**config.mk**
```make
export PLATFORM = sky130hd
export DESIGN_NAME = mux_arb_2to1
export DESIGN_NICKNAME = d
export VERILOG_FILES = /design/src/rtl/mux_arb_2to1.sv
export SDC_FILE = /design/constraint.sdc
export NUM_CORES = 1
export LEC_CHECK = 0
export ABC_AREA = 0
export ABC_CLOCK_PERIOD_IN_PS = 2220
export CORE_AREA = 4 4 74 76
export DETAILED_ROUTE_END_ITERATION = 7
export DIE_AREA = 0 0 78 80
export MAX_ROUTING_LAYER = met4
export PLACE_DENSITY_LB_ADDON = 0.3
export REMOVE_ABC_BUFFERS = 1
export SYNTH_ARGS = -nofsm -noshare
export SYNTH_HDL_FRONTEND = slang
export SYNTH_SLANG_ARGS = --single-unit
```
**constraint.sdc**
```tcl
create_clock -name clk -period 2.22 [get_ports clk]
set_input_delay 0.222 -clock clk [delete_from_list [all_inputs] [get_ports clk]]
set_output_delay 0.222 -clock clk [all_outputs]
set_load 0.01 [all_outputs]
```
**src/rtl/mux_arb_2to1.sv**
```systemverilog
// Wormhole packet arbiter for the 2:1 router output mux: locks the output to one port from
// HEAD to TAIL, round-robin between packets, and counts completed packets.
module mux_arb_2to1 #(
    parameter int unsigned DATAW     = 67,
    parameter int unsigned TYPEW     = 3,
    parameter int unsigned TYPE_NONE = 0,
    parameter int unsigned TYPE_HEAD = 1,
    parameter int unsigned TYPE_TAIL = 2,
    parameter int unsigned TYPE_DATA = 3,
    parameter int unsigned SELW      = 5,
    parameter int unsigned CNTW      = 16
) (
    input  logic             clk,
    input  logic             rst_,
    input  logic [DATAW-1:0] idata_0,
    input  logic             ivalid_0,
    input  logic [DATAW-1:0] idata_1,
    input  logic             ivalid_1,
    input  logic             ordy,
    output logic [SELW-1:0]  sel,
    output logic             grant_0,
    output logic             grant_1,
    output logic             busy,
    output logic [CNTW-1:0]  pkt_cnt
);

    localparam logic [TYPEW-1:0] HeadCode = TYPEW'(TYPE_HEAD);
    localparam logic [TYPEW-1:0] TailCode = TYPEW'(TYPE_TAIL);
    localparam logic [TYPEW-1:0] NoneCode = TYPEW'(TYPE_NONE);
    localparam logic [TYPEW-1:0] DataCode = TYPEW'(TYPE_DATA);

    typedef enum logic [1:0] {StIdle, StLock0, StLock1} state_e;

    state_e          state_q, state_d;
    logic            ptr_q, ptr_d;
    logic [CNTW-1:0] cnt_q, cnt_d;

    logic [TYPEW-1:0] ftype_0, ftype_1;
    logic             req_0, req_1;
    logic             tail_0, tail_1;

    assign ftype_0 = idata_0[DATAW-1:DATAW-TYPEW];
    assign ftype_1 = idata_1[DATAW-1:DATAW-TYPEW];
    assign req_0   = ivalid_0 && (ftype_0 == HeadCode);
    assign req_1   = ivalid_1 && (ftype_1 == HeadCode);
    assign tail_0  = ftype_0 == TailCode;
    assign tail_1  = ftype_1 == TailCode;

    // Only the type field matters; payload bits and the NONE/DATA codes are don't-cares here.
    logic unused_bits;
    assign unused_bits = ^{idata_0[DATAW-TYPEW-1:0], idata_1[DATAW-TYPEW-1:0],
                           ftype_0 == NoneCode, ftype_1 == DataCode};

    // sel decodes the state register only, so ordy never reaches it combinationally.
    always_comb begin
        sel = '0;
        unique case (state_q)
            StLock0: sel[0] = 1'b1;
            StLock1: sel[1] = 1'b1;
            default: sel    = '0;
        endcase
    end

    assign grant_0 = sel[0] && ordy && ivalid_0;
    assign grant_1 = sel[1] && ordy && ivalid_1;
    assign busy    = state_q != StIdle;
    assign pkt_cnt = cnt_q;

    always_comb begin
        state_d = state_q;
        ptr_d   = ptr_q;
        cnt_d   = cnt_q;
        unique case (state_q)
            StIdle: begin
                if (req_0 && req_1) begin
                    state_d = ptr_q ? StLock1 : StLock0;
                end else if (req_0) begin
                    state_d = StLock0;
                end else if (req_1) begin
                    state_d = StLock1;
                end
            end
            StLock0: begin
                if (grant_0 && tail_0) begin
                    state_d = StIdle;
                    ptr_d   = 1'b1;
                    cnt_d   = (&cnt_q) ? cnt_q : cnt_q + 1'b1;
                end
            end
            StLock1: begin
                if (grant_1 && tail_1) begin
                    state_d = StIdle;
                    ptr_d   = 1'b0;
                    cnt_d   = (&cnt_q) ? cnt_q : cnt_q + 1'b1;
                end
            end
            default: state_d = StIdle;
        endcase
    end

    always_ff @(posedge clk or negedge rst_) begin
        if (!rst_) begin
            state_q <= StIdle;
            ptr_q   <= 1'b0;
            cnt_q   <= '0;
        end else begin
            state_q <= state_d;
            ptr_q   <= ptr_d;
            cnt_q   <= cnt_d;
        end
    end

endmodule

```
# Word-level counts from Yosys, hierarchy flattened
# Cells that the tools add are included.
[classes]
shifts = 0
n_lt_le_gt_ge = 0
reduce_logical = 15
addsub = 1
eq_ne = 9
div = 0
bitwise_logic = 0
mux = 16
mul = 0
[ops]
columns = ["op", "n"]
rows = [
  ["$mux W16", 3],
  ["$pmux W16 S2", 1],
  ["$add A16 B1 Y16 const B", 1],
  ["$reduce_and A16 Y1", 1],
  ["$mux W2", 6],
  ["$logic_and A1 B1 Y1", 9],
  ["$eq A3 B1 Y1 const B", 2],
  ["$eq A3 B2 Y1 const B", 2],
  ["$pmux W2 S3", 1],
  ["$reduce_and A3 Y1", 2],
  ["$mux W1", 4],
  ["$ne A2 B2 Y1 const B", 2],
  ["$ne A4 B4 Y1 const B", 1],
  ["$reduce_bool A2 Y1", 2],
  ["$eq A2 B1 Y1 const B", 1],
  ["$eq A2 B2 Y1 const B", 1],
  ["$logic_not A2 Y1", 1],
  ["$pmux W1 S2", 1],
]
[totals]
romBits = 0
regBits = 19
ramBits = 0
word_cells = 44
out_inout_bits = 24
latch_bits = 0
mem_count = 0
inputBits = 139

# Longest topological paths before layout
[logic_depth]
word_depth = 7
mapped_depth = 7
ltp_nobuf = 6

# Worst setup path after synthesis
# Ideal clock, no wire load.
[synth_path]
path_kind = "flip-flop to flip-flop"
start = "reg cnt_q[0], in the netlist pkt_cnt[0]"
end = "reg cnt_q[3], in the netlist pkt_cnt[3]"
n_path_buf = 1
t_required_ns = 2.093
stages_incl_launch_ff = 8
period_less_slack_ns = 1.857
setup_slack_ns = 0.363
setup_time_ns = 0.127
arrival_ns = 1.729
path_cell_list = "dfrtp_1 -> ha_1 -> nand4_1 -> nor4_1 -> a2111oi_4 -> buf_6 -> nand4_1 -> xnor2_1"
[synth_via]
elab_chain_cells = 4
word_cells_on_any_way = 6
cone_classes = "add/sub (1); mux (4); reduce/logical (1)"
[synth_rtl]
columns = ["item", "line_no", "source"]
rows = [
  ["start: declaration", "36", "logic [CNTW-1:0] cnt_q, cnt_d;"],
  ["start signal: assignment", "109", "cnt_q <= cnt_d;"],
  ["$add A16 B1 Y16 or $reduce_and A16 Y1 (tied branches)", "87, 94", ""],
  ["$mux W16 (*)", "87, 94", ""],
  ["$mux W16, on equally long branches", "91, 84", ""],
  ["$pmux W16 S2 (*)", "73", "unique case (state_q)"],
]
# Mark *: on every way between the ends. The rest lies on a longest branch, timed or not. The select of a mux whose other input is x is not followed.
# A chain may end at the register's enable or synchronous reset.

# Worst setup path in the final report
[layout_path]
start = "reg cnt_q[0], in the netlist pkt_cnt[0]"
end = "reg cnt_q[1], in the netlist pkt_cnt[1]"
# The elaborated chain is that of the path after synthesis.

==> summary.md <==
| Metric | Value |
|---|---|
| Final ANT Viol Nets | `0` |
| Maximum VDD drop | `0.0004397 V` |
| Status | `complete, no violations` |
| LEAKAGE | `0.5884 nW` |
| CTS tree | `yes` |
| Yosys top cell by area | `dfrtp_1` |
| Worst Hold Slack | `0.2899 ns` |
| Slew HR | `63.33%` |
| Distinct cells, synth | `30` |
| Initial antenna violation count | `0` |
| Hold Path Class | `primary input to asynchronous set/reset pin` |
| Worst setup EP type | `register` |
| Area Overhead vs Synth | `42.19%` |
| Via density | `4.259` |
| Clk network pwr share | `17.0%` |
| Final RePlAce weighted congestion | `0.7513` |
| Clk slew on worst S/H paths | `0.07 ns` |
| Mean Syn Cell Area | `10.44 sq um` |
| First-pass iteration count of the detailed router | `4` |
| Maxcap violations | `0` |
| Worst EP arrival | `2.18 ns` |
| DRT iter0 DRCs | `24` |
| Clock skew | `0.004661 ns` |
| Area of the mapped netlist | `1065 sq um` |
| Post-synth EDFFs | `0` |
| RSZ-0062 raised after global routing | `no` |
| CTS sink count | `19` |
| Post-synthesis sequential area ratio | `44.65%` |
| Setup TNS | `0 ns` |
| CTS HTree Levels | `1` |
| Pwr/cell area | `920.2 nW/um^2` |
| Post-synthesis instance total | `102` |
| CTS Root Buffer Type | `clkbuf_8` |
| Least-Margin Pin Slew | `0.5427 ns` |
| Maximum clock insertion buffer count | `2` |
| Synth top area share | `44.65%` |
| Nets | `282` |
| Cts repair resizes | `0` |
| Final Setup Violations | `0` |
| Reg2reg path depth | `6` |
| DP Area | `1468 sq um` |
| Vias in the first global route | `959` |
| Synth area leaders | `dfrtp_1, xnor2_1, nand4_1` |
| Post-Layout Inst Area | `1514 sq um` |
| Logic pwr share | `47.4%` |
| Sw power | `0.5044 mW` |
| FF-to-FF End | `pkt_cnt[1]` |
| R2r setup slk | `0.19 ns` |
| Die area | `6240 sq um` |
| Tcrit/Tclk final | `91.51%` |
| Routed length per placed instance | `12.58 um` |
| Asr flop ratio synth | `100.0%` |
| Sw Share | `36.21%` |
| Peak Freq | `0.4922 GHz` |
| Area occupied by multi-input gates | `540.5 sq um` |
| Final core occ | `32.05%` |
| Post CTS Setup Buffer Count | `0` |
| YS warnings | `0` |
| CTS buffer count | `3` |
| Die Wd | `78 um` |
| Most frequent cell after synthesis | `dfrtp_1` |
| Via count | `873` |
| DRC viols | `0` |
| GR Overflow Total | `0` |
| Critical Path RT | `2.37 ns` |
| Seq cells post-synth | `19` |
| Internal power | `0.8887 mW` |
| # hold bufs at CTS | `0` |
| Post-layout min period | `2.032 ns` |
| Reg area | `475.5 sq um` |
| Core ar. | `4723 sq um` |
| Largest net degree at the start of global routing | `20` |
| Seq pwr share | `35.5%` |
| R2R Path Start | `pkt_cnt[0]` |
| Final WL | `2.579 mm` |
| Share of layout cells above drive strength 1 | `10.87%` |
| Total track usage | `9.000%` |
| First-pass GRT wire length | `4.381 mm` |
| Fill cells | `500` |
| Initial Utilization | `22.54%` |
| CP Class | `register to register` |
| Max-slew violations | `0` |
| Final hold vios | `0` |
| Synth top cells by count | `dfrtp_1, xnor2_1, nand4_1` |
| Worst-Skew Late Latency | `0.25 ns` |
| Top FF cell, synth | `dfrtp_1` |
| FP Rows | `25` |
| Startpoint Class | `register` |
| Max FO, Critical Path | `14` |
| I/O pin count | `163` |
| Port buffer count | `31` |
| Die Span Y | `80 um` |
| Detailed-placement wirelength estimate | `2.041 mm` |
| Antenna diode count | `0` |
[power by group through the flow]
stage	clock network [mW]	logic, mW	registers [mW]
2_1_floorplan	0	0.312	0.510
3_3_place_gp	0	0.655	0.497
3_5_place_dp	0	0.672	0.501
4_1_cts	0.250	0.675	0.496
5_1_grt	0.264	0.724	0.507
6_report	0.237	0.660	0.495
[flip-flops by register name, indices dropped and copies added (netlist names)]
register	count
pkt_cnt	16
state_q	2
ptr_q	1
[layer usage]
layer  GRT usage [%]  vias up  wire length [um]
met2           14.04       30              1172
met5               -        -                 0
li1                -      428                 -
met1           11.23      412              1197
met3           2.822        3               184
met4           2.622        0                25
[worst max path at each step]
stage | end | start | cells past startpoint
after floorplan | pkt_cnt[1] | pkt_cnt[0] | 5
after global placement | pkt_cnt[1] | ordy | 6
after detailed placement | pkt_cnt[1] | ordy | 6
after CTS | pkt_cnt[1] | pkt_cnt[0] | 6
after global routing | pkt_cnt[1] | pkt_cnt[0] | 6
final | pkt_cnt[1] | pkt_cnt[0] | 6
[through the flow]
| stage | setup WS, ns | power, mW | std cells |
|---|---|---|---|
| global placement | 0.09446 | 1.152 | 201 |
| finish | 0.1884 | 1.393 | 205 |
| detailed placement | 0.06698 | 1.173 | 201 |
| floorplan | 0.1999 | 0.8215 | 100 |
| global route | 0.09778 | 1.495 | 205 |
| CTS | 0.1621 | 1.422 | 205 |
[area by class of cell]
class | instances | share of cell area (%)
Multi-Input combinational cell | 75 | 35.70
Sequential cell | 19 | 31.41
Timing Repair Buffer | 34 | 22.81
Tap cell | 67 | 5.537
Clock buffer | 3 | 2.727
Inverter | 6 | 1.488
Clock inverter | 1 | 0.3306
[layout by cell type, fill, tap and decap left out]
| master | synthesis | routed |
|---|---|---|
| and4bb_2 | 1 | 1 |
| o21ai_0 | 5 | 5 |
| a21oi_1 | 3 | 3 |
| nand2b_4 | 1 | 1 |
| buf_12 | 0 | 1 |
| clkdlybuf4s50_1 | 0 | 31 |
| xor2_1 | 1 | 1 |
| nor2_1 | 4 | 4 |
| nand3_1 | 6 | 6 |
| a32o_1 | 1 | 1 |
| clkinv_2 | 0 | 1 |
| conb_1 | 1 | 3 |
| and3_1 | 3 | 3 |
| buf_4 | 3 | 2 |
| nor4bb_1 | 1 | 1 |
| mux2_2 | 3 | 3 |
| nand4_1 | 10 | 10 |
| nor3_1 | 1 | 1 |
| a2111oi_4 | 1 | 1 |
| xnor2_1 | 12 | 12 |
| a21boi_0 | 1 | 1 |
| dfrtp_1 | 19 | 19 |
| or3b_2 | 1 | 1 |
| o2111ai_1 | 1 | 1 |
| nor4_1 | 1 | 1 |
| o31a_1 | 1 | 1 |
| and3_2 | 1 | 1 |
| clkbuf_8 | 0 | 3 |
| nand2b_1 | 1 | 1 |
| nand2_1 | 7 | 7 |
| inv_1 | 6 | 6 |
| ha_1 | 4 | 4 |
| and2_1 | 1 | 1 |
[critical path, cell delays in order, from the launching register on]
cell and delay, ns:
dfrtp_1 0.43, ha_1 0.22, nand4_1 0.19, nor4_1 0.51
a2111oi_4 0.12, buf_12 0.18, mux2_2 0.26
[logic make-up after synthesis]
| group | share of synthesized area, % |
|---|---|
| simple gates | 21.51 |
| flops | 44.65 |
| compound gates | 9.636 |
| xor+xnor | 10.69 |
| buf+inv | 5.288 |
| fa+ha+maj | 4.701 |
| mux | 3.173 |
| other cells | 0.3522 |
Note: power is estimated with default switching activity, not from simulation.
==> RTL edit: new RTL, same settings <==
Set the parameter `TYPEW` to 2 (it was 3).
--- a/src/rtl/mux_arb_2to1.sv
+++ b/src/rtl/mux_arb_2to1.sv
@@ -3,5 +3,5 @@
 module mux_arb_2to1 #(
     parameter int unsigned DATAW     = 67,
-    parameter int unsigned TYPEW     = 3,
+    parameter int unsigned TYPEW     = 2,
     parameter int unsigned TYPE_NONE = 0,
     parameter int unsigned TYPE_HEAD = 1,
Behaviour: not the same (Yosys sat finds a counterexample within 4 cycles, from zero or initial values and one cycle with rst_ low).
==> RTL edit against the original RTL <==
Utilization is 0.32 points higher. Routed wire length is 5.7% higher. Synthesized cell count is 2.9% higher. First-iteration DRC count is 58% higher. Power is 2.2% lower. Non-clock buffer count is 1 lower. Sequential cell count stayed put. Final area is 0.99% higher. Clock skew is 0.0014 ns lower. Area after synthesis is 6.8% higher. Count of clock-buffer cells in the layout is 1 higher. Worst setup slack better by 0.027 ns. Critical path type is now flop to primary output. Highest routed layer unchanged.
==> RTL edit: results (changes against the original RTL) <==
Status
  • Outcome: finished clean

Clock tree
  • Htree depth: 1 (unchanged)
  • Clock tree root buffer cell: clkbuf_8
  • Clk_lat worst skew: 0.25 ns (about the same)
  • Clock-pin slew on the worst setup and hold paths: 0.07 ns (about the same)
  • # resized after CTS: 0 (unchanged)
  • Total CTS buffers: 3 (unchanged)
  • Number of setup buffers added after CTS: 0 (unchanged)
  • CTS Buffer Depth: 2 (unchanged)

Synth
  • Async set or reset register ratio after synthesis: 100% (unchanged)
  • Seq/Total Area, Yosys: 41.8% (-2.8 points)
  • Yosys warnings: 0 (unchanged)
  • Area contributors post-synth: dfrtp_1 (42%), xnor2_1 (12%), nand3_2 (5.3%)
  • Number of library cell types mapped by synthesis: 31 (+3.3%)
  • Commonest cells in the synthesized netlist: dfrtp_1 (19), xnor2_1 (15), nand4_1 (9)

Placed design
  • Detailed placement HPWL: 2.12 mm (+3.9%)
  • IO Port Bufs: 29 (-6.5%)
  • Global placement routability congestion: 0.760 (+1.1%)

Route
  • Vias after detailed routing: 923 (+5.7%)
  • Drt wl/cell: 13.3 um (+5.7%)
  • ANT nets after route: 0 (unchanged)
  • First drt pass iteration count: 4 (unchanged)
  • Drt initial violations: 38 (+58%)

Global route
  • Initial antenna violation count: 0 (unchanged)
  • Vias in the first global route: 956 (-0.31%)
  • GRT Resource Usage Total: 9.62% (+0.62 points)
  • First-pass GRT wire length: 4.64 mm (+5.8%)
  • Largest net degree at the start of global routing: 20 (unchanged)

Cells and area
  • Diode count: 0 (unchanged)
  • Final #Nets: 282 (unchanged)
  • Max reg flops: 16 (unchanged)
  • Share of layout cells above drive strength 1: 13.8% (+2.9 points)

Pwr
  • Internal power component: 855 uW (-3.8%)
  • Leak: 0.596 nW (+1.2%)
  • Worst vdd ir: 566 uV (+29%)

Setup path
  • Crit path DAT: 1.78 ns (-0.40 ns)
  • R2R setup slack: 0.30 ns (+0.11 ns)
  • CP max FO: 5 (-9)

STA
  • Setup Skew: 0.00322 ns (-0.00144 ns)

Worst hold path
  • Worst hold-check path type: input pin to asynchronous set/reset pin
==> RTL edit: path summary, 6_finish.rpt <==
kind	startpoint	endpoint	depth (start not counted)
max	state_q[0]	grant_1	4
min	rst_	pkt_cnt[10]	2
max reg2reg	pkt_cnt[0]	pkt_cnt[1]	5
min reg2reg	pkt_cnt[15]	pkt_cnt[15]	1
max in group asynchronous	rst_	pkt_cnt[0]	2
min in group clk	pkt_cnt[15]	pkt_cnt[15]	1
==> RTL edit: per-stage QoR <==
step / setup WS (ns) / hold slack (ns) / total power [mW] / std cells / area (sq um)
after detailed placement: 0.241 / 0.505 / 1.13 / 201 / 1480
final: 0.215 / 0.300 / 1.36 / 205 / 1530
after global placement: 0.222 / 0.499 / 1.11 / 201 / 1480
after global routing: 0.132 / 0.326 / 1.47 / 205 / 1530
after floorplan: 0.0734 / -0.0736 / 0.823 / 101 / 1080
after CTS: 0.203 / 0.306 / 1.38 / 205 / 1530
==> RTL edit: final cells by class <==
type                    count  area [sq um]
multi-input cells          77           586
flip-flops and latches     19           475
well taps                  67          83.8
fillers                   486          3190
repair buffers             33           320
inverters                   5          18.8
clock buffers               4          45.0
==> RTL edit: per-layer routing <==
metal / wire length, um / share of wire, % / track usage (%) / vias to the layer above
li1: - / - / - / 443
met1: 1290 / 47 / 11.9 / 446
met2: 1140 / 42 / 13.8 / 30
met3: 255 / 9.4 / 3.16 / 4
met4: 47 / 1.7 / 5.24 / 0
met5: 0 / 0 / - / -
==> RTL edit: critical path, stage by stage (launching register included) <==
cell and delay (ns):
dfrtp_1 0.40, inv_1 0.09, ha_1 0.29, and3_1 0.22, clkdlybuf4s50_1 0.54
==> RTL edit: kinds of logic after synthesis <==
kind of cell | Yosys count | share of synthesized area (%)
and+or+nand+nor | 45 | 27.1
DFF | 19 | 41.8
xor gates and xnor gates | 15 | 11.6
buffers and inverters | 11 | 7.37
AOI/OAI and AO/OA | 9 | 6.49
adders and majority gates | 4 | 4.40
other | 1 | 0.330
muxes | 1 | 0.990
==> RTL edit: power by group through the flow <==
stage	combinational, mW	sequential (mW)	clock (mW)
finish	0.623	0.501	0.238
floorplan	0.314	0.510	0
global placement	0.607	0.501	0
global route	0.685	0.514	0.267
detailed placement	0.620	0.506	0
CTS	0.628	0.501	0.252
